<file path="src/rtl/itlb_cache.sv">
// Instruction micro-TLB: a small fully-associative cache of translations
// sitting in front of the main TLB's instruction port. Hits answer in one
// cycle; misses walk the main TLB for one cycle and respond in the next.
module itlb_cache #(
    parameter int N_ENTRIES = 4
) (
    input  logic        clk,
    input  logic        rst,
    input  logic [7:0]  asid,
    input  logic        req_valid,
    input  logic [19:0] req_vpn,
    output logic        req_ready,
    output logic        resp_valid,
    output logic [19:0] resp_pfn,
    output logic        resp_cached,
    output logic        resp_miss,
    output logic        resp_invalid,
    output logic        main_req,
    output logic [31:0] main_vaddr,
    input  logic        main_miss,
    input  logic        main_valid,
    input  logic        main_global,
    input  logic        main_cached,
    input  logic [19:0] main_pfn,
    input  logic        flush
);

    localparam int IDX_W = (N_ENTRIES > 1) ? $clog2(N_ENTRIES) : 1;

    typedef enum logic [1:0] {
        IDLE,
        WALK,
        FILL
    } state_t;

    state_t state;
    state_t state_next;

    logic [N_ENTRIES-1:0] ent_valid;
    logic [19:0]          ent_vpn    [N_ENTRIES];
    logic [7:0]           ent_asid   [N_ENTRIES];
    logic                 ent_global [N_ENTRIES];
    logic [19:0]          ent_pfn    [N_ENTRIES];
    logic                 ent_cached [N_ENTRIES];

    logic [IDX_W-1:0] rr_ptr;
    logic [19:0]      lat_vpn;
    logic [7:0]       lat_asid;

    logic             hit;
    logic [IDX_W-1:0] hit_idx;
    logic [IDX_W-1:0] vic_idx;
    logic             vic_from_ptr;
    logic             accept;
    logic             lookup_hit;
    logic             do_fill;

    // Associative tag match; the lowest matching index wins if ever several match
    always_comb begin
        hit     = 1'b0;
        hit_idx = '0;
        for (int i = N_ENTRIES - 1; i >= 0; i--) begin
            if (ent_valid[i] && (ent_vpn[i] == req_vpn) &&
                (ent_global[i] || (ent_asid[i] == asid))) begin
                hit     = 1'b1;
                hit_idx = IDX_W'(i);
            end
        end
    end

    // Victim choice: first free slot, otherwise the round-robin pointer
    always_comb begin
        vic_idx      = rr_ptr;
        vic_from_ptr = 1'b1;
        for (int i = N_ENTRIES - 1; i >= 0; i--) begin
            if (!ent_valid[i]) begin
                vic_idx      = IDX_W'(i);
                vic_from_ptr = 1'b0;
            end
        end
    end

    assign accept     = (state == IDLE) && req_valid;
    assign lookup_hit = hit && !flush;
    assign do_fill    = (state == WALK) && !main_miss && main_valid && !flush;

    // Next-state and control outputs; a hit keeps us in IDLE so hits stream
    always_comb begin
        state_next = state;
        req_ready  = 1'b0;
        main_req   = 1'b0;
        unique case (state)
            IDLE: begin
                req_ready = 1'b1;
                if (accept && !lookup_hit) begin
                    state_next = WALK;
                end
            end
            WALK: begin
                main_req   = 1'b1;
                state_next = FILL;
            end
            FILL: begin
                state_next = IDLE;
            end
            default: begin
                state_next = IDLE;
            end
        endcase
    end

    assign main_vaddr = {lat_vpn, 12'h000};

    // State register
    always_ff @(posedge clk or posedge rst) begin
        if (rst) begin
            state <= IDLE;
        end else begin
            state <= state_next;
        end
    end

    // Capture the missing request so the walk and fill use a stable tag
    always_ff @(posedge clk or posedge rst) begin
        if (rst) begin
            lat_vpn  <= '0;
            lat_asid <= '0;
        end else if (accept && !lookup_hit) begin
            lat_vpn  <= req_vpn;
            lat_asid <= asid;
        end
    end

    // Response register: a one-cycle strobe, data forced to zero otherwise
    always_ff @(posedge clk or posedge rst) begin
        if (rst) begin
            resp_valid   <= 1'b0;
            resp_pfn     <= '0;
            resp_cached  <= 1'b0;
            resp_miss    <= 1'b0;
            resp_invalid <= 1'b0;
        end else if (accept && lookup_hit) begin
            resp_valid   <= 1'b1;
            resp_pfn     <= ent_pfn[hit_idx];
            resp_cached  <= ent_cached[hit_idx];
            resp_miss    <= 1'b0;
            resp_invalid <= 1'b0;
        end else if (state == WALK) begin
            resp_valid   <= 1'b1;
            resp_pfn     <= main_pfn;
            resp_cached  <= main_cached;
            resp_miss    <= main_miss;
            resp_invalid <= !main_miss && !main_valid;
        end else begin
            resp_valid   <= 1'b0;
            resp_pfn     <= '0;
            resp_cached  <= 1'b0;
            resp_miss    <= 1'b0;
            resp_invalid <= 1'b0;
        end
    end

    // Entry array: flush wins over a fill, and faulting walks are never cached
    always_ff @(posedge clk or posedge rst) begin
        if (rst) begin
            ent_valid <= '0;
            for (int i = 0; i < N_ENTRIES; i++) begin
                ent_vpn[i]    <= '0;
                ent_asid[i]   <= '0;
                ent_global[i] <= 1'b0;
                ent_pfn[i]    <= '0;
                ent_cached[i] <= 1'b0;
            end
        end else if (flush) begin
            ent_valid <= '0;
        end else if (do_fill) begin
            ent_valid[vic_idx]  <= 1'b1;
            ent_vpn[vic_idx]    <= lat_vpn;
            ent_asid[vic_idx]   <= lat_asid;
            ent_global[vic_idx] <= main_global;
            ent_pfn[vic_idx]    <= main_pfn;
            ent_cached[vic_idx] <= main_cached;
        end
    end

    // Round-robin pointer only advances when it actually picked the victim
    always_ff @(posedge clk or posedge rst) begin
        if (rst) begin
            rr_ptr <= '0;
        end else if (do_fill && vic_from_ptr) begin
            rr_ptr <= (rr_ptr == IDX_W'(N_ENTRIES - 1)) ? '0 : rr_ptr + 1'b1;
        end
    end

endmodule

</file>
<file path="config.mk">
export PLATFORM = sky130hd
export DESIGN_NAME = itlb_cache
export DESIGN_NICKNAME = d
export VERILOG_FILES = /design/src/rtl/itlb_cache.sv
export SDC_FILE = /design/constraint.sdc
export NUM_CORES = 1
export LEC_CHECK = 0
export BUFFER_PORTS_ARGS = -buffer_cell sky130_fd_sc_hd__buf_2
export CAP_MARGIN = 5
export CORE_MARGIN = 4
export CORE_UTILIZATION = 23
export CTS_CLUSTER_SIZE = 12
export DETAILED_ROUTE_END_ITERATION = 10
export GPL_ROUTABILITY_DRIVEN = 0
export MAX_ROUTING_LAYER = met4
export PLACE_DENSITY = 0.37
export SYNTH_ARGS = -nofsm -noshare
export SYNTH_HDL_FRONTEND = slang
export SYNTH_SLANG_ARGS = --single-unit
</file>
<file path="constraint.sdc">
create_clock -name clk -period 15.08 [get_ports clk]
set_input_delay 3.016 -clock clk [delete_from_list [all_inputs] [get_ports clk]]
set_output_delay 3.016 -clock clk [all_outputs]
set_load 0.01 [all_outputs]
</file>
==> results of run 1 <==
cells in the final DEF, fill, tap and decap left out, types with 2 or more instances in the layout:
cell type     n
o21bai_2     15
conb_1       12
nand2_1      30
nor4_1       36
clkbuf_16    37
mux2i_1      42
o21ai_0       5
nand4b_1      4
mux2_1        9
o21bai_1      5
inv_1         5
buf_4        13
o21ai_1      19
nor3_1        6
buf_2       101
a2bb2oi_1     2
xor2_1       92
clkbuf_1      6
dfrtp_1     260
nor2_1        7
or4_4         2
a21oi_1       5
mux2_2      221
nand4_1      13
nor3b_1       5
clkbuf_8      9
xnor2_1      20
clkinvlp_4    2
power breakdown:
| part | switching, µW | leakage (µW) | internal [µW] | total, µW |
|---|---|---|---|---|
| Clock | 312 | 0.000550 | 505 | 817 |
| Sequential | 75.8 | 0.00347 | 793 | 869 |
| Combinational | 145 | 0.00264 | 133 | 278 |
| Total | 532 | 0.00665 | 1430 | 1960 |
sequential cells by signal (all words and copies together) (netlist names):
signal,flops
resp_miss,1
ent_pfn,80
ent_cached,4
ent_global,4
lat_asid,8
resp_pfn,20
state,2
lat_vpn,20
resp_invalid,1
ent_asid,32
resp_cached,1
ent_vpn,80
resp_valid,1
rr_ptr,2
ent_valid,4
worst paths after layout:
path / startpoint / endpoint / slack, ns / cells after the start
min in group asynchronous: rst / ent_asid[19] / 2.65 / 2
worst max-delay path: asid[4] / resp_pfn[3] / 9.37 / 10
worst min-delay path: state[1] / state[1] / 0.47 / 1
max in group asynchronous: rst / ent_pfn[66] / 10.99 / 3
worst max register to register: ent_asid[12] / resp_pfn[3] / 11.62 / 9
worst min register to register: state[1] / state[1] / 0.47 / 1
critical path: stages:
cell and delay, ns:
buf_2 0.14, xor2_1 0.16, nor4_1 0.44, a21oi_1 0.23, or4_4 0.61, a211oi_4 0.20
buf_4 0.69, mux2i_1 0.27, o21ai_1 0.07, o21bai_2 0.21
routing by layer:
metal | wire, µm | part of all wire | vias to the layer above
li1 | - | - | 3330
met1 | 15640 | 0.47 | 3725
met2 | 15570 | 0.47 | 141
met3 | 1274 | 0.038 | 59
met4 | 962 | 0.029 | 0
met5 | 0 | 0 | -
cell type report:
type | count | area, µm²
fillers | 5374 | 37210
flip-flops and latches | 260 | 6506
multi-input cells | 568 | 5156
clock buffers | 52 | 1072
well taps | 680 | 850.8
repair buffers | 115 | 623.1
clock inverters | 5 | 58.81
inverters | 6 | 30.03
through the flow:
step	hold WS, ns	instances	total power (µW)
final	0.4666	1686	1964
after detailed placement	0.4615	1629	1170
after floorplan	0.4259	908	1054
after global placement	0.4574	1629	1168
after CTS	0.4703	1686	2009
after global routing	0.5018	1686	2069
kinds of logic after synthesis:
| logic type | after synthesis | share of synthesized area |
|---|---|---|
| buf+inv | 80 | 0.03492 |
| simple gates | 114 | 0.05379 |
| other cells | 1 | 0.0003124 |
| xor+xnor | 112 | 0.08173 |
| fa+ha+maj | 1 | 0.001042 |
| flops | 260 | 0.5421 |
| compound gates | 57 | 0.03534 |
| mux | 272 | 0.2508 |
==> results.json, run 1 <==
{
  "post_cts_buffers": 0,
  "holdCritPathClass": "reg2reg",
  "status": "finished clean",
  "post-place-ws_ns": 8.765,
  "startpoint_type": "input port",
  "cts_buffers": 35,
  "ctsHoldBuffers": 0,
  "path_class": "in2reg",
  "synthCells": 897,
  "slew_violations": 0,
  "clk-insertion-delay-late_ns": 0.53,
  "rsz0062_at_grt": "no",
  "io-pin-count": 114,
  "layout_min_cycle_time_ns": 5.707,
  "netlist_area_um2": 12000,
  "wl_mm": 33.45,
  "ir_drop_uv": 68.51,
  "die-area_um2": 55900,
  "leakage_uw": 0.006655,
  "dp_hpwl_mm": 21.84,
  "first_pass_iters": 4,
  "ctsLongestPathBuffers": 3,
  "start_util": 0.2330,
  "synth_most_common_cell": "dfrtp_1",
  "synthArstFlopShare": 1.000,
  "relSlewSlack": 0.2837,
  "wl_per_cell_um": 19.84,
  "synthTopCellsByCount": "dfrtp_1 (260), mux2_2 (221), xor2_1 (92), mux2i_1 (42), nor4_1 (36)",
  "met3_usage": 0.02245,
  "htreeDepth": 2,
  "gr-max-usage-layer": "met2",
  "clk_pin_slew_ns": 0.05,
  "antenna_found_initial": 0,
  "remaining_drc_errors": 0,
  "num_vias": 7255,
  "fin_util": 0.2776,
  "grt_pass1_wl_mm": 50.88,
  "grt_usage": 0.1222,
  "cts.sinks": 260,
  "ys_ff_latch": 260,
  "rows": 83,
  "drive_gt1_frac": 0.4125,
  "ant_nets": 0,
  "synth_edf_count": 0,
  "fin_area_um2": 14300,
  "synth.area.top_cells": "dfrtp_1 (54%), mux2_2 (21%), xor2_1 (6.7%)",
  "setup_viol": 0,
  "fp.dieW_um": 236.4,
  "critPathMaxFanout": 42,
  "dieHeight_um": 236.4,
  "cts-root-buf": "clkbuf_16",
  "grt_pass1_vias": 7631,
  "io_buffers": 101,
  "cellPowerDensity_nw_per_um2": 137.4,
  "netlist.area_leader.share": 0.5421,
  "tightest_slew_ns": 1.071,
  "finalCritPeriodShare": 0.3784,
  "diodes": 0,
  "setup_slack_ns": 9.373,
  "grt_max_degree": 146,
  "maxCapViolations": 0,
  "yosys_warnings": 0,
  "yosysTopAreaCell": "dfrtp_1",
  "dpl-instance-area_um2": 13170,
  "cts_resized": 0,
  "ys_types": 39,
  "finalSetupTns_ns": 0,
  "drt-initial-drc-count": 262,
  "ys_seq_area_frac": 0.5421,
  "cts_tree": "built",
  "critical_path_required_ns": 15.48,
  "skew_ns": 0.01777,
  "grt_overflow": 0,
  "avgViaCountPerCell": 4.303,
  "cp.arrival_ns": 6.11,
  "end_kind": "register",
  "syn_to_final_growth_pct": 19.12,
  "max_freq_mhz": 175.2,
  "nets": 1043,
  "core_um2": 51510,
  "synth_flop_cell": "dfrtp_1",
  "postSynthAreaPerCell_um2": 13.38,
  "hold_violations": 0,
  "grt_util_met1": 0.1621,
  "met2_usage": 0.1900
}
Power figures use the tool's default switching activity.
==> run 2: changes to the inputs <==
--- a/config.mk
+++ b/config.mk
@@ -5,6 +5,7 @@
 export SDC_FILE = /design/constraint.sdc
 export NUM_CORES = 1
 export LEC_CHECK = 0
+export ABC_AREA = 1
 export BUFFER_PORTS_ARGS = -buffer_cell sky130_fd_sc_hd__buf_2
 export CAP_MARGIN = 5
 export CORE_MARGIN = 4
@@ -13,7 +14,7 @@
 export DETAILED_ROUTE_END_ITERATION = 10
 export GPL_ROUTABILITY_DRIVEN = 0
 export MAX_ROUTING_LAYER = met4
-export PLACE_DENSITY = 0.37
+export PLACE_DENSITY = 0.38
 export SYNTH_ARGS = -nofsm -noshare
 export SYNTH_HDL_FRONTEND = slang
 export SYNTH_SLANG_ARGS = --single-unit
==> constraint.sdc (replaced) <==
create_clock -name clk -period 4.75 [get_ports clk]
set_input_delay 0.95 -clock clk [delete_from_list [all_inputs] [get_ports clk]]
set_output_delay 0.95 -clock clk [all_outputs]
set_load 0.01 [all_outputs]
==> results.json, run 2 <==
{
  "cp.arrival_ns": 3.48,
  "cts_resized": 0,
  "cpMostUsedCell": "nand3_1",
  "die-area_um2": 59090,
  "final_cell_mix": "nand2_1 (563), dfrtp_1 (260), o21ai_0 (224)",
  "ys_types": 35,
  "crit_path_cell_trace": "buf_2 -> xor2_1 -> nor2_1 -> nand2_1 -> nor2_1 -> nand3_1 -> or2_2 -> nand2_2 -> nor2_4 -> nand3_1 -> nand3_1 -> nand2_1",
  "critPathSlowestCell": "nor2_4",
  "htreeDepth": 1,
  "hold_violations": 0,
  "ys_ff_latch": 260,
  "top_regs": "ent_pfn: 80 flops, ent_vpn: 80 flops, ent_asid: 32 flops",
  "fp.dieW_um": 243.1,
  "cts_buffers": 31,
  "skew_ns": 0.01848,
  "first_pass_iters": 5,
  "synth_flop_cell": "dfrtp_1",
  "holdCritPathClass": "reg2reg",
  "cts-root-buf": "clkbuf_16",
  "rows": 85,
  "drt-initial-drc-count": 671,
  "clk_pin_slew_ns": 0.06,
  "critPathMaxFanout": 24,
  "ant_nets": 0,
  "synthArstFlopShare": 1.000,
  "leakage_uw": 0.007156,
  "setup_slack_ns": 1.737,
  "syn_to_final_growth_pct": 17.84,
  "io_buffers": 101,
  "cp_slowest_stage_delay_ns": 0.64,
  "synth.area.top_cells": "dfrtp_1 (51%), nand2_1 (17%), o21ai_0 (8.8%)",
  "postSynthAreaPerCell_um2": 7.685,
  "netlist_area_um2": 12710,
  "ctsHoldBuffers": 0,
  "nets": 1786,
  "dp_hpwl_mm": 29.09,
  "setup_viol": 0,
  "finalSetupTns_ns": 0,
  "path_class": "in2reg",
  "end_kind": "register",
  "final_common_cell": "nand2_1",
  "layout_min_cycle_time_ns": 3.013,
  "rsz0062_at_grt": "no",
  "ys_seq_area_frac": 0.5119,
  "cts_tree": "built",
  "grt_pass1_vias": 10770,
  "timing.hold.ws_ns": 0.4688,
  "ir_drop_uv": 335.7,
  "post-place-ws_ns": 1.128,
  "max_freq_mhz": 331.9,
  "dpl-instance-area_um2": 13890,
  "core_um2": 54240,
  "netlist.area_leader.share": 0.5119,
  "tightest_slew_ns": 0.8257,
  "grt_pass1_wl_mm": 65.65,
  "cts.sinks": 260,
  "drive_gt1_frac": 0.1112,
  "finalCritPeriodShare": 0.6344,
  "status": "finished clean",
  "wl_per_cell_um": 17.06,
  "wl_mm": 41.80,
  "synthCells": 1654,
  "synthTopCellsByCount": "nand2_1 (566), dfrtp_1 (260), o21ai_0 (224), inv_1 (154), nand3_1 (131)",
  "io-pin-count": 114,
  "yosys_warnings": 0,
  "yosysTopAreaCell": "dfrtp_1",
  "critical_path_required_ns": 5.22,
  "maxCapViolations": 0,
  "grt_max_degree": 138,
  "slew_violations": 0,
  "num_vias": 10670,
  "antenna_found_initial": 3,
  "cellPowerDensity_nw_per_um2": 409.2,
  "post_cts_buffers": 0,
  "startpoint_type": "input port",
  "synth_most_common_cell": "nand2_1",
  "remaining_drc_errors": 0,
  "ctsLongestPathBuffers": 3,
  "start_util": 0.2343,
  "synth_edf_count": 0,
  "avgViaCountPerCell": 4.351,
  "grt_overflow": 0,
  "fin_area_um2": 14980,
  "dieHeight_um": 243.1,
  "relSlewSlack": 0.4495,
  "clk-insertion-delay-late_ns": 0.60,
  "grt_usage": 0.1454
}
## run 2: cell count changes in the layout (fill, tap and decap cells not counted), sizes merged, moves of 5 or more
cell / previous run / this run
clkbuf: 52 / 45
mux2: 230 / 1
o21bai: 20 / 0
nand2: 31 / 569
nor3b: 6 / 1
inv: 6 / 169
xnor2: 20 / 32
nor2: 8 / 107
o21ai: 26 / 244
nand3: 0 / 132
mux2i: 42 / 0
nor4: 37 / 1
xor2: 92 / 11
## run 2: area by class of cell
type | instances | area, µm²
fill | 5912 | 39260
timing repair buffer | 117 | 675.6
sequential | 260 | 6506
antenna | 2 | 5.005
clock buffer | 45 | 878.3
tap | 696 | 870.8
clock inverter | 12 | 203.9
multi-input combinational | 1150 | 5200
inverter | 169 | 638.1
## run 2: cell families after synthesis
| group | synth area share |
|---|---|
| compound gates | 0.1014 |
| xor+xnor | 0.02963 |
| fa+ha+maj | 0.0009842 |
| buf+inv | 0.08583 |
| flops | 0.5119 |
| mux | 0.0008859 |
| other cells | 0.0002950 |
| simple gates | 0.2691 |
## run 2: critical path, delay by kind of cell
family                    cells  cell delay (ns)
and+or+nand+nor              10             1.98
buffers and inverters         1             0.15
xor gates and xnor gates      1             0.37
## run 2: metrics by stage
step | total power [µW] | cells | util
finish | 6128 | 2451 | 0.2761
floorplan | 3258 | 1665 | -
CTS | 6242 | 2449 | 0.2761
global placement | 3628 | 2392 | 0.2561
global route | 6493 | 2450 | 0.2761
detailed placement | 3633 | 2392 | 0.2561
## run 2: path summary, 6_finish.rpt
path	from	endpoint	slack, ns	cells after the start
max in group asynchronous	rst	resp_pfn[14]	3.53	3
worst min-delay path	state[1]	state[1]	0.47	1
min in group asynchronous	rst	lat_vpn[18]	0.58	3
worst max-delay path	req_vpn[10]	resp_pfn[13]	1.74	12
worst max register to register	ent_vpn[70]	resp_pfn[13]	1.88	11
worst min register to register	state[1]	state[1]	0.47	1
## run 2: report_power, final
part | internal, µW | leakage [µW] | switching [µW]
clock | 1550 | 0.000533 | 997
combinational | 321 | 0.00312 | 588
sequential | 2480 | 0.00351 | 193
## run 2: routing by layer
metal  share of wire  global-route usage  up-vias
met2            0.45              0.2289      244
met4           0.027             0.03701        0
li1                -                   -     5350
met3           0.045             0.01810       71
met1            0.48              0.1996     5000
met5               0                   -        -
==> run 3: changes to the inputs <==
--- a/config.mk
+++ b/config.mk
@@ -14,7 +14,7 @@
 export DETAILED_ROUTE_END_ITERATION = 10
 export GPL_ROUTABILITY_DRIVEN = 0
 export MAX_ROUTING_LAYER = met4
-export PLACE_DENSITY = 0.38
+export PLACE_DENSITY = 0.37
 export SYNTH_ARGS = -nofsm -noshare
 export SYNTH_HDL_FRONTEND = slang
 export SYNTH_SLANG_ARGS = --single-unit
==> constraint.sdc (replaced) <==
create_clock -name clk -period 3 [get_ports clk]
set_input_delay 0.6 -clock clk [delete_from_list [all_inputs] [get_ports clk]]
set_output_delay 0.6 -clock clk [all_outputs]
set_load 0.01 [all_outputs]
==> results.json, run 3 (synthesis results as in run 2) <==
{
  "post-place-ws_ns": 0.1183,
  "end_kind": "register",
  "hold_violations": 0,
  "cp_slowest_stage_delay_ns": 0.42,
  "skew_ns": 0.02710,
  "cp.arrival_ns": 2.92,
  "clk_pin_slew_ns": 0.05,
  "rsz0062_at_grt": "no",
  "ctsHoldBuffers": 0,
  "io_buffers": 101,
  "critical_path_required_ns": 3.49,
  "cts_buffers": 35,
  "max_freq_mhz": 410.1,
  "avgViaCountPerCell": 4.382,
  "cts_resized": 0,
  "nets": 1801,
  "final_common_cell": "nand2_1",
  "met3_usage": 0.02925,
  "core_um2": 54240,
  "fp.dieW_um": 243.1,
  "grt_pass1_vias": 10820,
  "finalSetupTns_ns": 0,
  "tightest_slew_ns": 0.6306,
  "critPathMaxFanout": 42,
  "finalCritPeriodShare": 0.8127,
  "antenna_found_initial": 5,
  "r2r_cells": 10,
  "setup_viol": 0,
  "reg2reg_from": "ent_vpn[41]",
  "dp_hpwl_mm": 29.57,
  "seqPwrFrac": 0.428,
  "grt_usage": 0.1496,
  "post_cts_buffers": 0,
  "crit_buf_inv": 1,
  "num_vias": 10820,
  "cellPowerDensity_nw_per_um2": 649.1,
  "dieHeight_um": 243.1,
  "fin_util": 0.2805,
  "fillers": 5962,
  "first_pass_iters": 5,
  "power_uw": 9876,
  "critPathSlowestCell": "dfrtp_1",
  "remaining_drc_errors": 0,
  "setup_slack_ns": 0.5618,
  "r2r_end": "resp_pfn[13]",
  "grt_util_met1": 0.2004,
  "top_regs": "ent_pfn: 80 flops, ent_vpn: 80 flops, ent_asid: 32 flops",
  "p_switching_uw": 2885,
  "cts_tree": "built",
  "drive_gt1_frac": 0.1188,
  "critPathTopFamily": "simple AND/OR/NAND/NOR gates",
  "ant_nets": 0,
  "syn_to_final_growth_pct": 19.70,
  "die-area_um2": 59090,
  "maxCapViolations": 0,
  "power_frac_comb": 0.148,
  "final_cell_mix": "nand2_1 (563), dfrtp_1 (260), o21ai_0 (224)",
  "layout_min_cycle_time_ns": 2.438,
  "grt_max_degree": 62,
  "wl_mm": 42.82,
  "htreeDepth": 2,
  "cpMostUsedCell": "nand3_1",
  "clockPowerShare": 0.423,
  "status": "finished clean",
  "startpoint_type": "register",
  "ir_drop_uv": 271.3,
  "cts-root-buf": "clkbuf_16",
  "regToRegSetupSlack_ns": 0.56,
  "slew_violations": 0,
  "cts.sinks": 260,
  "grt_pass1_wl_mm": 66.83,
  "io-pin-count": 114,
  "start_util": 0.2343,
  "path_class": "reg2reg",
  "grt_overflow": 0,
  "gr-max-usage-layer": "met2",
  "p_int_uw": 6992,
  "leakage_uw": 0.007270,
  "clk-insertion-delay-late_ns": 0.55,
  "wl_per_cell_um": 17.35,
  "drt-initial-drc-count": 704,
  "crit_path_cell_trace": "xnor2_1 -> nand3_1 -> nor2_1 -> nand3_1 -> nand2_4 -> buf_12 -> nand3_1 -> nand3_1 -> nand3_1 -> nand2_1",
  "holdCritPathClass": "in2async",
  "switching_share": 0.2921,
  "ctsLongestPathBuffers": 3,
  "rows": 85,
  "relSlewSlack": 0.5787,
  "met2_usage": 0.2272
}
[run 3: cell count changes in the layout (fill, tap and decap cells not counted), sizes merged]
cell,delta
buf,+11
bufinv,-3
clkbuf,+7
clkinv,-1
clkinvlp,+1
diode,+2
[run 3: worst max-delay path by stage]
stage,startpoint,endpoint,slack (ns),cells past startpoint
floorplan,rst,ent_asid[0],-1.03,1
global placement,req_vpn[13],resp_pfn[12],0.12,15
CTS,ent_vpn[50],resp_pfn[1],0.52,13
detailed placement,req_vpn[13],resp_pfn[12],0.12,15
global route,ent_vpn[50],resp_pfn[1],0.30,13
finish,ent_vpn[41],resp_pfn[13],0.56,10
[run 3: layout make-up]
class,count,area (µm²),share of cell area
multi-input combinational,1150,5200,0.3418
clock buffer,52,1031,0.06776
timing repair buffer,128,845.8,0.05559
antenna,4,10.01,0.0006579
inverter,169,638.1,0.04194
sequential,260,6506,0.4276
clock inverter,9,112.6,0.007401
tap,696,870.8,0.05724
[run 3: metrics by stage]
step	hold slack (ns)	cell area (µm²)	cells
2_1_floorplan	0.4234	12760	1665
3_3_place_gp	0.4620	14060	2403
3_5_place_dp	0.4638	14060	2403
4_1_cts	0.1357	15200	2464
5_1_grt	0.1704	15210	2468
6_report	0.1397	15210	2468
[run 3: metal layers]
| metal | up-vias | share of wire |
|---|---|---|
| met1 | 5094 | 0.47 |
| met4 | 0 | 0.035 |
| met2 | 256 | 0.44 |
| met3 | 80 | 0.050 |
| li1 | 5385 | - |
| met5 | - | 0 |
[run 3: power by group through the flow]
stage | registers (µW) | clock network [µW] | logic [µW]
final | 4230 | 4180 | 1470
after global routing | 4290 | 4480 | 1690
after CTS | 4230 | 4340 | 1500
after detailed placement | 4290 | 0 | 1490
after global placement | 4290 | 0 | 1480
after floorplan | 4240 | 0 | 924
